===== config.mk =====
export PLATFORM = sky130hd
export DESIGN_NAME = hs4_stage_fifo
export DESIGN_NICKNAME = d
export VERILOG_FILES = /design/src/rtl/hs4_pkg.sv /design/src/rtl/hs4_sync2.sv /design/src/rtl/hs4_stage_fifo.sv
export SDC_FILE = /design/constraint.sdc
export NUM_CORES = 1
export LEC_CHECK = 0
export ABC_AREA = 1
export CORE_UTILIZATION = 40
export CTS_CLUSTER_SIZE = 40
export DETAILED_ROUTE_END_ITERATION = 7
export REMOVE_ABC_BUFFERS = 1
export SETUP_SLACK_MARGIN = 0.5
export SLEW_MARGIN = 20
export SYNTH_ARGS = -nofsm -noshare
export SYNTH_HDL_FRONTEND = slang
export SYNTH_HIERARCHICAL = 1
export SYNTH_SLANG_ARGS = --single-unit

===== constraint.sdc =====
create_clock -name clk -period 1.3 [get_ports clk]
set_input_delay 0.195 -clock clk [delete_from_list [all_inputs] [get_ports clk]]
set_output_delay 0.195 -clock clk [all_outputs]
set_load 0.005 [all_outputs]

===== src/rtl/hs4_pkg.sv =====
// Shared types and constants for the hs4_stage_fifo handshake buffer.
// FSM states are plain localparam codes so older tools and checkers can bind to them.
package hs4_pkg;

    localparam int SYNC_STAGES = 2;

    typedef logic [0:0] in_state_t;
    localparam in_state_t IN_IDLE = 1'b0;
    localparam in_state_t IN_ACK  = 1'b1;

    typedef logic [1:0] out_state_t;
    localparam out_state_t OUT_IDLE  = 2'd0;
    localparam out_state_t OUT_SETUP = 2'd1;
    localparam out_state_t OUT_REQ   = 2'd2;
    localparam out_state_t OUT_RTZ   = 2'd3;

    // Both FSM state registers live in one struct so a checker can bind to a single signal.
    typedef struct packed {
        in_state_t  in_state;
        out_state_t out_state;
    } hs4_fsm_t;

    function automatic int ptr_width(input int depth);
        return (depth > 1) ? $clog2(depth) : 1;
    endfunction

endpackage


===== src/rtl/hs4_sync2.sv =====
// Two-flop synchroniser with synchronous active-high reset to 0.
// Used on req_in and ack_out when HS4_SYNC_EN is defined.
module hs4_sync2
    import hs4_pkg::*;
(
    input  logic clk,
    input  logic rst,
    input  logic d,
    output logic q
);

    logic [SYNC_STAGES-1:0] stages;

    always_ff @(posedge clk) begin
        if (rst) begin
            stages <= '0;
        end else begin
            stages <= {stages[SYNC_STAGES-2:0], d};
        end
    end

    assign q = stages[SYNC_STAGES-1];

endmodule


===== src/rtl/hs4_stage_fifo.sv =====
// Elastic 4-phase req/ack stage: buffers up to DEPTH words between two handshake channels.
// Optional macro HS4_SYNC_EN inserts 2-flop synchronisers on req_in and ack_out.
module hs4_stage_fifo
    import hs4_pkg::*;
#(
    parameter int WIDTH = 3,
    parameter int DEPTH = 2,
    parameter int SETUP = 1
) (
    input  logic                       clk,
    input  logic                       rst,
    input  logic                       req_in,
    output logic                       ack_in,
    input  logic [WIDTH-1:0]           data_in,
    output logic                       req_out,
    input  logic                       ack_out,
    output logic [WIDTH-1:0]           data_out,
    output logic [$clog2(DEPTH+1)-1:0] count,
    output logic                       proto_err
);

    localparam int CW = $clog2(DEPTH + 1);
    localparam int PW = ptr_width(DEPTH);

    logic             req_s;
    logic             ack_s;
    hs4_fsm_t         fsm;
    logic [3:0]       setup_cnt;
    logic [WIDTH-1:0] mem [DEPTH];
    logic [PW-1:0]    wr_ptr;
    logic [PW-1:0]    rd_ptr;
    logic             push;
    logic             pop;
    logic             stall_seen;

`ifdef HS4_SYNC_EN
    hs4_sync2 u_sync_req (.clk(clk), .rst(rst), .d(req_in),  .q(req_s));
    hs4_sync2 u_sync_ack (.clk(clk), .rst(rst), .d(ack_out), .q(ack_s));
`else
    assign req_s = req_in;
    assign ack_s = ack_out;
`endif

    // The full check uses the registered count, so a pop on the same edge does not free a slot early.
    assign push = (fsm.in_state == IN_IDLE) && req_s && (count < CW'(DEPTH));
    assign pop  = (fsm.out_state == OUT_REQ) && ack_s;

    always_ff @(posedge clk) begin
        if (rst) begin
            fsm       <= '{in_state: IN_IDLE, out_state: OUT_IDLE};
            ack_in    <= 1'b0;
            req_out   <= 1'b0;
            data_out  <= '0;
            setup_cnt <= '0;
        end else begin
            case (fsm.in_state)
                IN_IDLE: begin
                    if (push) begin
                        ack_in       <= 1'b1;
                        fsm.in_state <= IN_ACK;
                    end
                end
                default: begin
                    if (!req_s) begin
                        ack_in       <= 1'b0;
                        fsm.in_state <= IN_IDLE;
                    end
                end
            endcase

            case (fsm.out_state)
                OUT_IDLE: begin
                    if (count != '0) begin
                        data_out      <= mem[rd_ptr];
                        setup_cnt     <= 4'(SETUP);
                        fsm.out_state <= OUT_SETUP;
                    end
                end
                OUT_SETUP: begin
                    setup_cnt <= setup_cnt - 4'd1;
                    if (setup_cnt == 4'd1) begin
                        req_out       <= 1'b1;
                        fsm.out_state <= OUT_REQ;
                    end
                end
                OUT_REQ: begin
                    if (ack_s) begin
                        req_out       <= 1'b0;
                        fsm.out_state <= OUT_RTZ;
                    end
                end
                default: begin
                    if (!ack_s) begin
                        fsm.out_state <= OUT_IDLE;
                    end
                end
            endcase
        end
    end

    always_ff @(posedge clk) begin
        if (push) begin
            mem[wr_ptr] <= data_in;
        end
    end

    always_ff @(posedge clk) begin
        if (rst) begin
            wr_ptr <= '0;
            rd_ptr <= '0;
            count  <= '0;
        end else begin
            if (push) begin
                wr_ptr <= (wr_ptr == PW'(DEPTH - 1)) ? '0 : wr_ptr + PW'(1);
            end
            if (pop) begin
                rd_ptr <= (rd_ptr == PW'(DEPTH - 1)) ? '0 : rd_ptr + PW'(1);
            end
            case ({push, pop})
                2'b10:   count <= count + CW'(1);
                2'b01:   count <= count - CW'(1);
                default: count <= count;
            endcase
        end
    end

    // stall_seen remembers a request that was refused because the buffer was full.
    always_ff @(posedge clk) begin
        if (rst) begin
            proto_err  <= 1'b0;
            stall_seen <= 1'b0;
        end else begin
            stall_seen <= (fsm.in_state == IN_IDLE) && req_s && (count >= CW'(DEPTH));
            if (ack_s && ((fsm.out_state == OUT_IDLE) || (fsm.out_state == OUT_SETUP))) begin
                proto_err <= 1'b1;
            end
            if (stall_seen && !req_s && (fsm.in_state == IN_IDLE)) begin
                proto_err <= 1'b1;
            end
        end
    end

endmodule


==> reports/qor.yml, run 1 <==
status:
  status: "complete, but fails checks"
  violations: "negative setup slack"
pwr:
  p_seq_share_pct: 30.4
  p_leak_nw: 0.816
  cellInternalPower_w: 0.00219
  pwr-share-comb_pct: 54.3
  finalPower_w: 0.00358
  swShare_pct: 38.9
  ir_worst_vdd_uv: 1130
  cellPowerDensity_nw_per_um2: 1990
  power_switching_w: 0.00139
  clockPowerShare_pct: 15.3
clocking:
  cts_tree: "yes"
  h-tree-depth: 1
  path_clk_slew_ps: 140
  cts_root_buffer: "clkbuf_4"
  numCtsBuffers: 3
  numClockSinks: 24
  clockBufferDepth: 2
  clock_latency_ps: 310
placed_design:
  dp_slack_ps: -289
  gp_congestion: 0.864
  io_buffers: 14
  dp_hpwl_um: 1750
  dp.cells: 197
setup_path:
  r2r-end: "count[1]$_SDFFE_PP0P_"
  r2r-start: "fsm[0]$_SDFFE_PP0P_"
  cp.arrival_ps: 1580
  start_kind: "register"
  cp_max_fo: 2
  critPathRequiredTime_ps: 1520
  r2r_cells: 9
  rrSetupSlack_ps: -60
  path_class: "reg -> reg"
  endpoint: "count[1]$_SDFFE_PP0P_"
  end_kind: "register"
  crit_start: "fsm[0]$_SDFFE_PP0P_"
global_route:
  grt_start_max_net_pins: 15
  grt_pass1_vias: 991
  grt_pass1_wl_um: 4230
  grt_usage_pct: 20.6
  overflow: 0
  antenna_found_initial: 0
routing:
  wl_um: 2910
  vias_per_cell: 4.95
  drc: 0
  drtAntennaViolNets: 0
  routedWlPerCell_um: 13.6
  drt_first_pass_iters: 4
  detail_route.iter0.violations: 28
  via_count: 1059
final_layout:
  syn_to_final_growth_pct: 62.7
  layout.nets: 199
  drive_gt1_share_pct: 51.6
  diodes: 0
  fillers: 187
  instances_no_fill: 214
logic_synthesis:
  synth_cell_types: 17
  yosysTopAreaCell: "dfxtp_1"
  yosysSeqAreaShare_pct: 48.9
  syn_inst: 139
  synth_area_um2: 1100
  synth_area_per_cell_um2: 7.95
  synth_top_area_share_pct: 32.6
  synth_warnings: 6
  synth-seq-cells: 24
  ys_top_cells_by_area: "dfxtp_1 (33%), edfxtp_1 (16%), nand2_1 (9.2%)"
sta:
  post-route-period-util_pct: 105
  maxSlewViolCount: 0
  hold_viol: 0
  rsz0062_at_grt: "true"
  slew_headroom_pct: 87.8
  fin_crit_ps: 1360
  worst_pin_slew_ps: 182
  worst_slack_ps: -62.9
  whs_ps: 453
  setup_viol_count_final: 4
  skew_ps: 2.38
  fmax_mhz: 734
flow_run:
  max_cap_violations: 0
floorplanning:
  fp.dieArea_um2: 2980
  core_area_um2: 2540
  pin_count: 15
  start_util_pct: 43.4
  die_h_um: 54.6
  die_width_um: 54.6
  row_count: 18
hold_path:
  hp-class: "in -> reg"
  min-delay-start: "data_in[0]"
## cell type report
cell class / count / area, um^2 / area share (%)
Clock buffer: 3 / 22.5 / 1.25
Clock inverter: 1 / 30.0 / 1.67
Inverter: 23 / 93.8 / 5.22
Multi-Input combinational cell: 91 / 688 / 38.3
Sequential cell: 24 / 557 / 31.0
Tap cell: 30 / 37.5 / 2.09
Timing Repair Buffer: 42 / 369 / 20.5
## power groups by stage
stage,logic (W),registers [W],clock network [W]
4_1_cts,0.00157,0.00107,0.000558
6_report,0.00194,0.00109,0.000548
3_3_place_gp,0.00122,0.00106,0
5_1_grt,0.00212,0.00111,0.000589
2_1_floorplan,0.000775,0.00106,0
3_5_place_dp,0.00124,0.00107,0
## stage by stage
stage,area [um^2],setup TNS [ps],util [%]
after floorplan,1100,-227,-
after global placement,1390,-2240,54.6
after detailed placement,1390,-2580,54.6
after CTS,1620,-34.6,63.5
after global routing,1800,-636,70.6
final,1800,-142,70.6
## cells by family (layout without fill, tap and decap cells)
logic type,count (synthesis),count (layout),synth area share (%)
AOI/OAI and AO/OA,23,23,12.0
adders and majority gates,7,7,7.93
buffers and inverters,24,69,8.27
DFF,24,24,48.9
and+or+nand+nor,61,61,22.9
## critical path, stage by stage (launching register included)
cell,delay (ps)
dfxtp_2,370
inv_2,50
ha_4,160
nand2_4,60
inv_2,40
ha_4,200
inv_2,50
nand3b_1,120
o21ai_2,160
a21oi_1,60
## what timing repair did
item | in CTS | in global routing
resized for setup | 84 | 37
setup endpoints to repair | 32 | 32
buffers inserted | 7 | 6
pin swaps | 11 | 14
hold buffers | 0 | 0
## synthesized netlist by cell type
cell type / instances
o21ai_1: 1
inv_2: 4
a211oi_1: 1
a21oi_1: 8
nand3b_1: 1
inv_1: 19
o211a_1: 3
nor2_1: 19
buf_2: 1
nand3_1: 11
nand2_2: 2
ha_1: 7
nor3_1: 1
edfxtp_1: 6
nand2_1: 27
o21ai_0: 10
dfxtp_1: 18
## layout by cell type (no fill, tap or decap), types with 2 or more instances in the layout
| cell | n |
|---|---|
| dfxtp_1 | 7 |
| edfxtp_1 | 6 |
| a21oi_2 | 2 |
| nor2_4 | 4 |
| inv_1 | 11 |
| dfxtp_2 | 10 |
| clkbuf_4 | 3 |
| nor2_1 | 13 |
| inv_2 | 9 |
| clkdlybuf4s50_1 | 5 |
| o21ai_1 | 3 |
| ha_1 | 2 |
| o211a_1 | 3 |
| buf_6 | 12 |
| buf_4 | 22 |
| buf_2 | 2 |
| inv_4 | 3 |
| nand2_1 | 24 |
| a21oi_1 | 5 |
| nand3_2 | 4 |
| nand2_4 | 4 |
| nor2_2 | 2 |
| o21ai_2 | 6 |
| nand3_1 | 6 |
| ha_4 | 5 |
## sequential cells by signal, indices dropped and copies added, names as in the netlist
signal and count:
ack_in 1, count 2, data_out 3, fsm 3, mem 6, proto_err 1, rd_ptr 1, req_out 1
setup_cnt 4, stall_seen 1, wr_ptr 1
## metal layers
layer	track usage, %	up-vias	part of all wire (%)
met4	10.3	0	2.3
met2	36.4	26	53
met3	4.44	8	4.7
met1	23.2	480	40
li1	-	545	-
met5	0	-	0
## worst min-delay path by stage
stage	cells after the start	slack, ps	endpoint
floorplan	1	260	ack_in$_SDFFE_PP0P_
global placement	1	400	stall_seen$_SDFF_PP0_
detailed placement	1	420	stall_seen$_SDFF_PP0_
CTS	4	440	stall_seen$_SDFF_PP0_
global route	1	450	mem[1][0]$_DFFE_PP_
finish	1	450	mem[1][0]$_DFFE_PP_
Note: power is estimated with default switching activity, not from simulation.
==> run 2: changes to the inputs <==
- CORE_MARGIN: unset -> 3
- CORE_UTILIZATION: 40 -> 35
- HOLD_SLACK_MARGIN: unset -> 0.06
==> reports/qor.yml, run 2 (synthesis gave the netlist of run 1 again) <==
sta:
  rsz0062_at_grt: "true"  # unchanged
  post-route-period-util_pct: 109  # was 105%
  setup_tns_ps: -295  # was -142 ps
  skew_ps: 6.21  # was 2.38 ps
  worst_slack_ps: -117  # was -62.9 ps
  worst_pin_slew_ps: 216  # was 182 ps
  fin_crit_ps: 1420  # was 1360 ps
  setup_viol_count_final: 5  # was 4
  hold_viol: 0  # unchanged
  slew_headroom_pct: 85.4  # was 87.8%
  fmax_mhz: 706  # was 734 MHz
  maxSlewViolCount: 0  # unchanged
hold_path:
  min_to: "ack_in$_SDFFE_PP0P_"  # was mem[1][0]$_DFFE_PP_
  min_path_cells: 3  # was 1
  min-delay-start: "rst"  # was data_in[0]
  hp-class: "in -> reg"  # unchanged
routing:
  via_count: 1036  # was 1059
  drt_first_pass_iters: 4  # unchanged
  wl_um: 2750  # was 2910 um
  routedWlPerCell_um: 12.3  # was 13.6 um
  detail_route.iter0.violations: 34  # was 28
  drtAntennaViolNets: 0  # unchanged
  vias_per_cell: 4.63  # was 4.95
  drc: 0  # unchanged
setup_path:
  cp_max_fo: 2  # unchanged
  r2r-end: "count[1]$_SDFFE_PP0P_"  # unchanged
  critPathRequiredTime_ps: 1530  # was 1520 ps
  rrSetupSlack_ps: -120  # was -60 ps
  start_kind: "register"  # unchanged
  end_kind: "register"  # unchanged
  crit_start: "fsm[0]$_SDFFE_PP0P_"  # unchanged
  r2r-start: "fsm[0]$_SDFFE_PP0P_"  # unchanged
  r2r_cells: 9  # unchanged
  cp.arrival_ps: 1650  # was 1580 ps
  path_class: "reg -> reg"  # unchanged
floorplanning:
  start_util_pct: 38.4  # was 43.4%
  die_width_um: 62.2  # was 54.6 um
  die_h_um: 62.2  # was 54.6 um
  core_area_um2: 2880  # was 2540 um^2
  fp.dieArea_um2: 3870  # was 2980 um^2
  row_count: 19  # was 18
  pin_count: 15  # unchanged
flow_run:
  max_cap_violations: 0  # unchanged
clocking:
  clockBufferDepth: 2  # unchanged
  hold_buffers: 0  # unchanged
  numClockSinks: 24  # unchanged
  cts_root_buffer: "clkbuf_4"  # unchanged
  h-tree-depth: 1  # unchanged
  path_clk_slew_ps: 140  # about the same
  cts_tree: "yes"  # unchanged
  clock_latency_ps: 320  # was 310 ps
  numCtsBuffers: 3  # unchanged
global_route:
  grt_pass1_vias: 981  # was 991
  antenna_found_initial: 0  # unchanged
  grt_usage_pct: 13.8  # was 20.6%
  grt_pass1_wl_um: 4330  # was 4230 um
  grt_start_max_net_pins: 15  # unchanged
  overflow: 0  # unchanged
placed_design:
  io_buffers: 14  # unchanged
  gp_congestion: 0.816  # was 0.864
  dp.cells: 210  # was 197
  dp_hpwl_um: 1740  # was 1750 um
status:
  violations: "negative setup slack"  # unchanged
  status: "complete, but fails checks"  # unchanged
final_layout:
  final_common_cell: "nand2_1"  # unchanged
  largest_register_ffs: 6  # unchanged
  final_cell_mix: "nand2_1 (23), buf_4 (17), nor2_1 (13), inv_1 (12), buf_6 (11)"  # was nand2_1 (24), buf_4 (22), nor2_1 (13), buf_6 (12), inv_1 (11)
  diodes: 0  # unchanged
  top_register: "mem"  # unchanged
  instances_no_fill: 224  # was 214
  drive_gt1_share_pct: 50.0  # was 51.6%
  largestRegisters: "mem (6), setup_cnt (4)"  # unchanged
  utilization_pct: 61.9  # was 70.6%
  layout.nets: 197  # was 199
  syn_to_final_growth_pct: 61.3  # was 62.7%
pwr:
  p_leak_nw: 0.813  # was 0.816 nW
  ir_worst_vdd_uv: 1100  # was 1130 uV
  cellPowerDensity_nw_per_um2: 1970  # was 1990 nW/um^2
run 2: cell types whose count changed in the layout (fill, tap and decap cells not counted), moves of 3 or more:
cell / delta
buf_4: -5
inv_2: -3
o21ai_2: -4
o21ai_1: +3
buf_2: +4
run 2: critical path: stages (launching register included):
cell and delay (ps):
dfxtp_2 360, inv_2 50, ha_4 160, nand2_4 60, inv_2 40, ha_4 260
inv_4 30, nand3b_1 100, o21ai_1 70, a21oi_1 190
run 2: what timing repair did:
item	4_1_cts	5_1_grt
pin swaps	14	10
setup buffers	5	5
gates resized for setup	93	27
endpoints found under the setup margin	31	32
run 2: stage by stage:
step,power (W),hold WS [ps],area (um^2),worst slack [ps]
after global routing,0.00377,243,1780,-199
after detailed placement,0.00234,424,1410,-291
final,0.00351,249,1780,-117
after global placement,0.00230,408,1410,-244
after CTS,0.00325,453,1650,-32.7
after floorplan,0.00184,264,1100,-169
run 2: how the worst max path moves through the flow:
stage | to | slack, ps | cells past startpoint
2_1_floorplan | count[1]$_SDFFE_PP0P_ | -170 | 9
3_3_place_gp | count[1]$_SDFFE_PP0P_ | -240 | 7
3_5_place_dp | count[1]$_SDFFE_PP0P_ | -290 | 7
4_1_cts | count[1]$_SDFFE_PP0P_ | -30 | 9
5_1_grt | count[1]$_SDFFE_PP0P_ | -200 | 9
6_report | count[1]$_SDFFE_PP0P_ | -120 | 9
run 2: power by group:
group	total, W	switching, W	internal [W]
logic	0.00188	0.00101	0.000874
registers	0.00108	0.000114	0.000970
clock network	0.000542	0.000230	0.000312
run 2: final cells by class:
type | instances | area (um^2)
inverters | 23 | 98.8
multi-input cells | 91 | 672
flip-flops and latches | 24 | 559
clock inverters | 1 | 30.0
fillers | 243 | 1090
clock buffers | 3 | 22.5
well taps | 42 | 52.6
repair buffers | 40 | 347
run 2: layer usage:
metal	wire length, um	vias up	GRT usage, %	part of all wire, %
met5	0	-	0	0
met1	1190	481	16.6	43
li1	-	536	-	-
met2	1450	15	24.9	53
met3	67	4	3.24	2.4
met4	36	0	3.31	1.3
==> run 3: changes to the inputs <==
- ABC_AREA: 1 -> unset
- CORE_ASPECT_RATIO: unset -> 1.75
==> reports/qor.yml, run 3 <==
final_layout:
  diodes: 0  # unchanged
  final_common_cell: "buf_4"  # was nand2_1
  top_register: "mem"  # unchanged
  largestRegisters: "mem (6), setup_cnt (4)"  # unchanged
  largest_register_ffs: 6  # unchanged
  drive_gt1_share_pct: 68.9  # was 50.0%
  fillers: 190  # was 243
  final_cell_mix: "buf_4 (27), buf_6 (23), dfxtp_2 (11)"  # was nand2_1 (23), buf_4 (17), nor2_1 (13), inv_1 (12), buf_6 (11)
  syn_to_final_growth_pct: 88.1  # was 61.3%
  layout.nets: 182  # was 197
pwr:
  power_switching_w: 0.00148  # was 0.00135 W
  ir_worst_vdd_uv: 1660  # was 1100 uV
  cellInternalPower_w: 0.00294  # was 0.00216 W
  pwr-share-comb_pct: 59.4  # was 53.7%
  clockPowerShare_pct: 15.1  # was 15.4%
  p_seq_share_pct: 25.6  # was 30.9%
  swShare_pct: 33.5  # was 38.6%
  cellPowerDensity_nw_per_um2: 2160  # was 1970 nW/um^2
  p_leak_nw: 0.804  # was 0.813 nW
logic_synthesis:
  netlist_top_cells_count: "dfxtp_1 (18), inv_1 (10), nor2_1 (10)"  # was nand2_1 (27), inv_1 (19), nor2_1 (19)
  synth_area_um2: 1090  # was 1100 um^2
  synth_edf_count: 6  # unchanged
  synth_area_per_cell_um2: 10.1  # was 7.95 um^2
  synth_warnings: 6  # unchanged
  synth_cell_types: 30  # was 17
  post-synth-top-count-cell: "dfxtp_1"  # was nand2_1
  async_flop_share_pct: 0  # unchanged
  ys_top_cells_by_area: "dfxtp_1 (33%), edfxtp_1 (17%), ha_1 (8.1%)"  # was dfxtp_1 (33%), edfxtp_1 (16%), nand2_1 (9.2%)
  syn_inst: 108  # was 139
  synth_top_area_share_pct: 33.1  # was 32.6%
  yosysSeqAreaShare_pct: 49.7  # was 48.9%
  synth-seq-cells: 24  # unchanged
  yosysTopAreaCell: "dfxtp_1"  # unchanged
  synth_ff_type: "dfxtp_1"  # unchanged
routing:
  wl_um: 3070  # was 2750 um
  drtAntennaViolNets: 0  # unchanged
  via_count: 996  # was 1036
  drc: 0  # unchanged
  detail_route.iter0.violations: 7  # was 34
  routedWlPerCell_um: 14.7  # was 12.3 um
  drt_first_pass_iters: 4  # unchanged
  vias_per_cell: 4.77  # was 4.63
hold_path:
  min_path_cells: 3  # unchanged
  hp-class: "in -> reg"  # unchanged
  min-delay-start: "req_in"  # was rst
  min_to: "ack_in$_SDFFE_PP0P_"  # unchanged
setup_path:
  path_buf_inv: 0  # was 3
  cp_max_fo: 2  # unchanged
  critical-path-max-stage-delay_ps: 410  # was 360 ps
  crit_slowest_cell: "or3_4"  # was dfxtp_2
  r2r-start: "count[1]$_SDFFE_PP0P_"  # was fsm[0]$_SDFFE_PP0P_
  rrSetupSlack_ps: -280  # was -120 ps
  cpLargestDelayFamily: "simple AND/OR/NAND/NOR gates"  # was adder cells
  start_kind: "register"  # unchanged
  path_class: "reg -> reg"  # unchanged
  path_depth: 5  # was 9
  path_common_cell: "or3_4"
  r2r-end: "count[1]$_SDFFE_PP0P_"  # unchanged
  end_kind: "register"  # unchanged
  cp.arrival_ps: 1780  # was 1650 ps
  crit_chain: "or3_4, ha_4, xnor2_4, or3_4, a21oi_2"  # was inv_2, ha_4, nand2_4, inv_2, ha_4, inv_4, nand3b_1, o21ai_1, a21oi_1
  r2r_cells: 5  # was 9
  critPathRequiredTime_ps: 1500  # was 1530 ps
  crit_start: "count[1]$_SDFFE_PP0P_"  # was fsm[0]$_SDFFE_PP0P_
floorplanning:
  start_util_pct: 36.7  # was 38.4%
  die_width_um: 48.1  # was 62.2 um
  fp.dieArea_um2: 3840  # was 3870 um^2
  die_h_um: 79.7  # was 62.2 um
  pin_count: 15  # unchanged
  row_count: 26  # was 19
  core_area_um2: 2960  # was 2880 um^2
clocking:
  numClockSinks: 24  # unchanged
  path_clk_slew_ps: 90  # was 140 ps
  cts_root_buffer: "clkbuf_8"  # was clkbuf_4
  numCtsBuffers: 3  # unchanged
  hold_buffers: 0  # unchanged
  clock_latency_ps: 270  # was 320 ps
  h-tree-depth: 1  # unchanged
  cts_tree: "yes"  # unchanged
  clockBufferDepth: 2  # unchanged
sta:
  fin_crit_ps: 1580  # was 1420 ps
  rsz0062_at_grt: "true"  # unchanged
  hold_viol: 0  # unchanged
  slew_headroom_pct: 80.5  # was 85.4%
  worst_pin_slew_ps: 292  # was 216 ps
  skew_ps: 3.54  # was 6.21 ps
  fmax_mhz: 634  # was 706 MHz
  post-route-period-util_pct: 121  # was 109%
  setup_tns_ps: -2580  # was -295 ps
  worst_slack_ps: -277  # was -117 ps
  whs_ps: 399  # was 249 ps
  maxSlewViolCount: 0  # unchanged
  setup_viol_count_final: 20  # was 5
flow_run:
  max_cap_violations: 0  # unchanged
placed_design:
  dp_hpwl_um: 1780  # was 1740 um
  gp_congestion: 0.795  # was 0.816
  io_buffers: 14  # unchanged
status:
  violations: "negative setup slack"  # unchanged
  status: "complete, but fails checks"  # unchanged
global_route:
  antenna_found_initial: 0  # unchanged
  grt_pass1_wl_um: 4500  # was 4330 um
  grt_pass1_vias: 1076  # was 981
  grt_usage_pct: 16.5  # was 13.8%
  grt_start_max_net_pins: 20  # was 15
  overflow: 0  # unchanged
-- run 3: changes by cell type after synthesis, sizes merged, moves of 3 or more --
cell	change
o211a	-3
o21ai	-4
nor3b	+4
mux2i	+4
a211oi	+5
nand3	-10
xnor2	+3
or3	+5
inv	-13
nor2	-9
nand2	-27
clkbuf	+4
-- run 3: kinds of logic (layout without fill, tap and decap cells) --
logic type                 after synthesis  count (layout)  share of synthesized area [%]
and+or+nand+nor                         33              33                           18.1
DFF                                     24              24                           49.7
AOI/OAI and AO/OA                       22              22                           12.4
buffers and inverters                   14              73                           4.83
adders and majority gates                7               7                           8.05
xor gates and xnor gates                 4               4                           3.22
muxes                                    4               4                           3.68
-- run 3: power groups by stage --
| stage | logic, W | registers, W | clock network, W |
|---|---|---|---|
| final | 0.00263 | 0.00113 | 0.000666 |
| after detailed placement | 0.00146 | 0.00107 | 0 |
| after global placement | 0.00141 | 0.00106 | 0 |
| after floorplan | 0.000722 | 0.00108 | 0 |
| after CTS | 0.00228 | 0.00110 | 0.000668 |
| after global routing | 0.00281 | 0.00116 | 0.000706 |
-- run 3: how the worst max path moves through the flow --
| stage | endpoint | slack (ps) |
|---|---|---|
| 6_report | count[1]$_SDFFE_PP0P_ | -280 |
| 5_1_grt | count[1]$_SDFFE_PP0P_ | -310 |
| 4_1_cts | req_out$_SDFFE_PP0P_ | -250 |
| 3_5_place_dp | count[1]$_SDFFE_PP0P_ | -650 |
| 3_3_place_gp | count[1]$_SDFFE_PP0P_ | -610 |
| 2_1_floorplan | count[1]$_SDFFE_PP0P_ | -400 |
-- run 3: tightest hold or removal path, cell delays in order --
cell,delay [ps]
dlygate4sd2_1,210
o21ai_0,100
a21oi_2,130
-- run 3: metrics by stage --
stage | utilization [%] | instance area (um^2) | instances | total power (W) | setup WS, ps
3_3_place_gp | 49.2 | 1460 | 184 | 0.00246 | -608
4_1_cts | 64.1 | 1900 | 203 | 0.00406 | -245
6_report | 69.1 | 2050 | 209 | 0.00442 | -277
5_1_grt | 69.1 | 2050 | 209 | 0.00468 | -310
3_5_place_dp | 49.2 | 1460 | 184 | 0.00252 | -653
2_1_floorplan | - | 1070 | 104 | 0.00181 | -398
-- run 3: final cells by class --
type	instances	area, um^2	share of cell area [%]
repair buffers	59	551	26.9
well taps	42	52.6	2.57
clock inverters	1	30.0	1.47
clock buffers	3	41.3	2.02
multi-input cells	70	771	37.7
flip-flops and latches	24	558	27.3
inverters	10	42.5	2.08
-- run 3: what timing repair did --
action | CTS | global route
pin swaps | 25 | 20
setup endpoints to repair | 32 | 32
resized for setup | 109 | 23
setup buffers | 15 | 6
-- run 3: metal layers --
metal / share of wire, % / up-vias / GRT usage [%]
met2: 60 / 16 / 30.4
met5: 0 / - / 0
met3: 1.3 / 10 / 2.03
met4: 3.6 / 0 / 9.43
met1: 36 / 475 / 15.8
li1: - / 495 / -
==> RTL edit 1: new RTL, settings of run 1 <==
Set the parameter `DEPTH` to 1 (it was 2).
--- a/src/rtl/hs4_stage_fifo.sv
+++ b/src/rtl/hs4_stage_fifo.sv
@@ -4,7 +4,7 @@
     import hs4_pkg::*;
 #(
     parameter int WIDTH = 3,
-    parameter int DEPTH = 2,
+    parameter int DEPTH = 1,
     parameter int SETUP = 1
 ) (
     input  logic                       clk,
Interface: changed (resized count); port bits go from 15 to 14. The function was not compared with the original's and may differ.
==> RTL edit 1 against run 1 <==
Count of clock-buffer cells in the layout stayed put; total power is 11% lower; final cell count is 16% lower; synthesized area is 18% lower; cell area is 18% lower; non-clock buffer count is 8 lower; sequential cell count is 6 lower; wire length is 31% lower; worst setup slack better by 0.066 ns; highest routed layer is now met3.
==> RTL edit 1: results (changes against run 1) <==
EDFF count, synth=3 (was 6); Synth top cells by count=nand2_1, nor2_1, inv_1 (was nand2_1, inv_1, nor2_1); GP Congestion=0.761 (was 0.864); vias in the first global route=796 (was 991); sequential area share after synthesis=43.0% (was 48.9%); All-Layer GR Usage=17.8% (was 20.6%); FFs w/ async S/R, synth=0% (unchanged); status=completed (was finished, violations left); Post-Route Skew=0.00785 ns (was 0.00238 ns); vias after detailed routing=829 (was 1059); Synth cell types=21 (was 17); crit-path max FO=4 (was 2); pins over their slew limit=0 (unchanged); most flop-heavy register=setup_cnt (was mem); cell total after placement=167 (was 197); count of input and output buffers=13 (was 14); max reg flops=4 (was 6); placed instance area=0.00116 sq mm (was 0.00139 sq mm); DR pass1 iterations=3 (was 4); Slew headroom=85.3% (was 87.8%); Clock Latency Late Sink=0.29 ns (was 0.31 ns); synth top area cells=dfxtp_1, ha_1, edfxtp_1, nand2_1, nor2_1 (was dfxtp_1, edfxtp_1, nand2_1, ha_1, inv_1); WL met1=916 um (was 1.17 mm); DP Wirelength=1.26 mm (was 1.75 mm); number of CTS-inserted buffers=3 (unchanged); Max H-tree Level=1 (unchanged); layout cells sized above 1=52.9% (was 51.6%); leakage power=0.653 nW (was 0.816 nW); IR Drop Worst-Case VDD=1.42 mV (was 1.13 mV); # diodes=0 (unchanged); Max Root-Sink Buffers=2 (unchanged); first-pass GRT wire length=3.34 mm (was 4.23 mm); met2 layer wire length in the routed design=1.03 mm (was 1.54 mm); Filler cells=156 (was 187); Clock Pin Slew Worst Setup and Hold Paths=0.10 ns (was 0.14 ns); met3 wire len=58 um (was 137 um); Syn Area/Cell=7.89 sq um (was 7.95 sq um); largest net degree at the start of global routing=11 (was 15); Total Wirelength=2.00 mm (was 2.91 mm); Min-Delay Path Class=input pin to flop (unchanged); Starting DRT DRC Count=9 (was 28); Top Layer Used=met3 (was met4); Finished Layout Cells=180 (was 214)
## RTL edit 1: cell count changes in the layout (fill, tap and decap cells not counted), sizes merged, moves of 2 or more
| cell | before | now |
|---|---|---|
| buf | 36 | 28 |
| clkinv | 0 | 2 |
| dfxtp | 18 | 15 |
| edfxtp | 6 | 3 |
| ha | 7 | 10 |
| inv | 23 | 18 |
| nand2 | 29 | 21 |
| nand3 | 11 | 7 |
| o211a | 3 | 0 |
| o21ai | 11 | 8 |
## RTL edit 1: report_power, final
part           switching, W  leakage (nW)  total (W)  internal (W)
registers          0.000129         0.156   0.000903      0.000774
clock network      0.000163        0.0154   0.000274      0.000112
logic               0.00101         0.481    0.00201      0.000993
## RTL edit 1: final cells by class
class	count	share of cell area [%]
inverters	19	6.01
clock inverters	1	0.254
multi-input cells	78	42.7
repair buffers	34	19.5
clock buffers	3	1.52
well taps	27	2.28
flip-flops and latches	18	27.7
## RTL edit 1: critical path, stage by stage, from the launching register on
cell and delay [ns]:
dfxtp_4 0.40, inv_6 0.06, ha_4 0.17, nand2_2 0.06, inv_2 0.05, ha_4 0.25, xor2_1 0.15, nor2_1 0.06
## RTL edit 1: cell families (layout without fill, tap and decap cells)
group                    Yosys count  in the layout  share of synthesized area, %
buffers and inverters             19             57                          7.86
flip-flops                        18             18                          43.0
XOR/XNOR                           1              1                         0.966
AND/OR/NAND/NOR                   50             50                          24.0
adder cells (fa/ha/maj)           10             10                          13.8
AO/OA/AOI/OAI                     17             17                          10.3
## RTL edit 1: routing by layer
metal	GRT usage, %	up-vias
met5	0	-
met4	2.86	0
met3	5.56	0
met2	31.3	9
met1	21.3	381
li1	-	439
## RTL edit 1: through the flow
| stage | utilization, % | setup TNS [ns] | worst slack, ns | hold slack (ns) | power (W) |
|---|---|---|---|---|---|
| final | 72.4 | 0 | 0.00265 | 0.452 | 0.00318 |
| after global routing | 72.4 | -0.148 | -0.0361 | 0.440 | 0.00343 |
| after CTS | 68.8 | 0 | 0.0461 | 0.446 | 0.00289 |
| after detailed placement | 56.9 | -0.585 | -0.111 | 0.419 | 0.00214 |
| after global placement | 56.9 | -0.297 | -0.0879 | 0.408 | 0.00212 |
| after floorplan | - | -0.0932 | -0.0490 | 0.264 | 0.00164 |
## RTL edit 1: final timing paths
| check | cells past startpoint | slack (ns) | startpoint | to |
|---|---|---|---|---|
| worst max-delay path | 7 | 0.003 | fsm[0] | count |
| worst min-delay path | 1 | 0.45 | data_in[2] | mem[0][2] |
| worst max register to register | 7 | 0.003 | fsm[0] | count |
| worst min register to register | 1 | 0.46 | fsm[2] | stall_seen |
## RTL edit 1: repair_timing
item | 4_1_cts | 5_1_grt
pin swaps | 17 | 12
endpoints found under the setup margin | 24 | 25
hold buffers | 0 | 0
setup buffers | 5 | 4
resized for setup | 86 | 16
==> RTL edit 2: new RTL, flow settings as in run 1 <==
Without the edit above. Put one more register stage on the output `count`, with the module's reset. The value now appears one clock later. The other outputs are not delayed to match. Comments in the files are not updated.
--- a/src/rtl/hs4_stage_fifo.sv
+++ b/src/rtl/hs4_stage_fifo.sv
@@ -22,6 +22,8 @@
     localparam int CW = $clog2(DEPTH + 1);
     localparam int PW = ptr_width(DEPTH);
 
+    logic [$clog2(DEPTH+1)-1:0] count_s0;
+
     logic             req_s;
     logic             ack_s;
     hs4_fsm_t         fsm;
@@ -42,7 +44,7 @@
 `endif
 
     // The full check uses the registered count, so a pop on the same edge does not free a slot early.
-    assign push = (fsm.in_state == IN_IDLE) && req_s && (count < CW'(DEPTH));
+    assign push = (fsm.in_state == IN_IDLE) && req_s && (count_s0 < CW'(DEPTH));
     assign pop  = (fsm.out_state == OUT_REQ) && ack_s;
 
     always_ff @(posedge clk) begin
@@ -70,7 +72,7 @@
 
             case (fsm.out_state)
                 OUT_IDLE: begin
-                    if (count != '0) begin
+                    if (count_s0 != '0) begin
                         data_out      <= mem[rd_ptr];
                         setup_cnt     <= 4'(SETUP);
                         fsm.out_state <= OUT_SETUP;
@@ -108,7 +110,7 @@
         if (rst) begin
             wr_ptr <= '0;
             rd_ptr <= '0;
-            count  <= '0;
+            count_s0 <= '0;
         end else begin
             if (push) begin
                 wr_ptr <= (wr_ptr == PW'(DEPTH - 1)) ? '0 : wr_ptr + PW'(1);
@@ -117,9 +119,9 @@
                 rd_ptr <= (rd_ptr == PW'(DEPTH - 1)) ? '0 : rd_ptr + PW'(1);
             end
             case ({push, pop})
-                2'b10:   count <= count + CW'(1);
-                2'b01:   count <= count - CW'(1);
-                default: count <= count;
+                2'b10:   count_s0 <= count_s0 + CW'(1);
+                2'b01:   count_s0 <= count_s0 - CW'(1);
+                default: count_s0 <= count_s0;
             endcase
         end
     end
@@ -130,7 +132,7 @@
             proto_err  <= 1'b0;
             stall_seen <= 1'b0;
         end else begin
-            stall_seen <= (fsm.in_state == IN_IDLE) && req_s && (count >= CW'(DEPTH));
+            stall_seen <= (fsm.in_state == IN_IDLE) && req_s && (count_s0 >= CW'(DEPTH));
             if (ack_s && ((fsm.out_state == OUT_IDLE) || (fsm.out_state == OUT_SETUP))) begin
                 proto_err <= 1'b1;
             end
@@ -140,5 +142,13 @@
         end
     end
 
+    always_ff @(posedge clk) begin
+        if (rst) begin
+            count <= '0;
+        end else begin
+            count <= count_s0;
+        end
+    end
+
 endmodule
 
Function: changed (a bounded check fails within 4 cycles, from zero or initial values and one cycle with rst high).
==> RTL edit 2 against run 1 <==
The run still ends with setup timing left; worst setup slack improved by 0.0080 ns; total power decreased by 2.1%; via count fell by 4.4%; wire length decreased by 13%; synthesized area rose by 7.0%; cell area fell by 3.1%; non-clock buffer count is 7 lower; global-route usage fell by 2.7 points; worst hold slack got worse by 0.016 ns; sequential cell count increased by 2; critical endpoint is now count_s0[0]; highest routed layer unchanged.
==> RTL edit 2: results (changes against run 1) <==
Synth Area in Adders=7.41% (was 7.93%); vias per cell=4.77 (was 4.95); Post-Route Skew=0.00542 ns (was 0.00238 ns); Setup Viol. Count Final=2 (was 4); compound-cell area share of the yosys netlist=11.3% (was 12.0%); met3 usage=2.76% (was 4.44%); first-pass GRT wire length=4.43 mm (was 4.23 mm); Clock Latency Late Sink=0.33 ns (was 0.31 ns); failing checks=setup timing (unchanged); Final Core Density=62.7% (was 70.6%); crit-path max FO=3 (was 2); setup bufs post-CTS=5 (was 7); WL/cell=12.0 um (was 13.6 um); vias in the first global route=1077 (was 991); sequential area share after synthesis=49.1% (was 48.9%); layout cells sized above 1=45.9% (was 51.6%); Synth cell types=22 (was 17); delay-heaviest family, CP=adder cells (was flip-flops); All-Layer GR Usage=17.9% (was 20.6%); placed instance area=0.00146 sq mm (was 0.00139 sq mm); DP Wirelength=1.79 mm (was 1.75 mm); Setup WS post-layout=-0.0549 ns (was -0.0629 ns); IR Drop Worst-Case VDD=1.21 mV (was 1.13 mV); leakage power=0.790 nW (was 0.816 nW); status=finished, violations left (unchanged); Starting DRT DRC Count=19 (was 28); Filler cells=234 (was 187); GP Congestion=0.812 (was 0.864); largest net degree at the start of global routing=16 (was 15); post-cts repair resize count=78 (was 84); met2 GRT Util=31.8% (was 36.4%); Slew headroom=83.4% (was 87.8%)
==> RTL edit 2: layout make-up <==
type                       count  share of cell area [%]
tap                           31                    2.23
clock buffer                   3                    1.29
timing repair buffer          35                    16.7
clock inverter                 1                    1.72
multi-input combinational     92                    38.3
sequential                    26                    34.0
inverter                      24                    5.74
==> RTL edit 2: final timing paths <==
check | cells after the start | slack [ns] | to | startpoint
max | 8 | -0.05 | count_s0[0] | fsm[0]
min | 1 | 0.44 | mem[1][0] | data_in[0]
max reg2reg | 8 | -0.05 | count_s0[0] | fsm[0]
min reg2reg | 2 | 0.48 | proto_err | proto_err
==> RTL edit 2: power breakdown <==
part | internal [W] | total [W] | switching (W)
combinational | 0.000833 | 0.00178 | 0.000952
clock | 0.000312 | 0.000565 | 0.000253
sequential | 0.00103 | 0.00116 | 0.000127
total | 0.00218 | 0.00351 | 0.00133
==> RTL edit 2: worst reg2reg max path, stage by stage, from the launching register on <==
cell	delay (ns)
dfxtp_2	0.36
inv_2	0.06
ha_4	0.17
nand2_4	0.08
inv_4	0.04
ha_4	0.26
inv_4	0.03
o21ai_0	0.19
a21oi_1	0.07
==> RTL edit 2: cell families (layout without fill, tap and decap cells) <==
group / count (synthesis) / in the layout
adders and majority gates: 7 / 7
DFF: 26 / 26
buffers and inverters: 26 / 63
and+or+nand+nor: 63 / 63
AOI/OAI and AO/OA: 22 / 22
==> RTL edit 2: stage by stage <==
step	power, W	cells
CTS	0.00333	211
global placement	0.00244	202
floorplan	0.00198	142
detailed placement	0.00248	202
global route	0.00380	212
finish	0.00351	212
==> RTL edit 2: metal layers <==
metal / up-vias / share of wire (%) / wire, um
li1: 534 / - / -
met1: 461 / 47 / 1190
met2: 12 / 49 / 1250
met3: 5 / 2.1 / 52
met4: 0 / 1.9 / 48
met5: - / 0 / 0
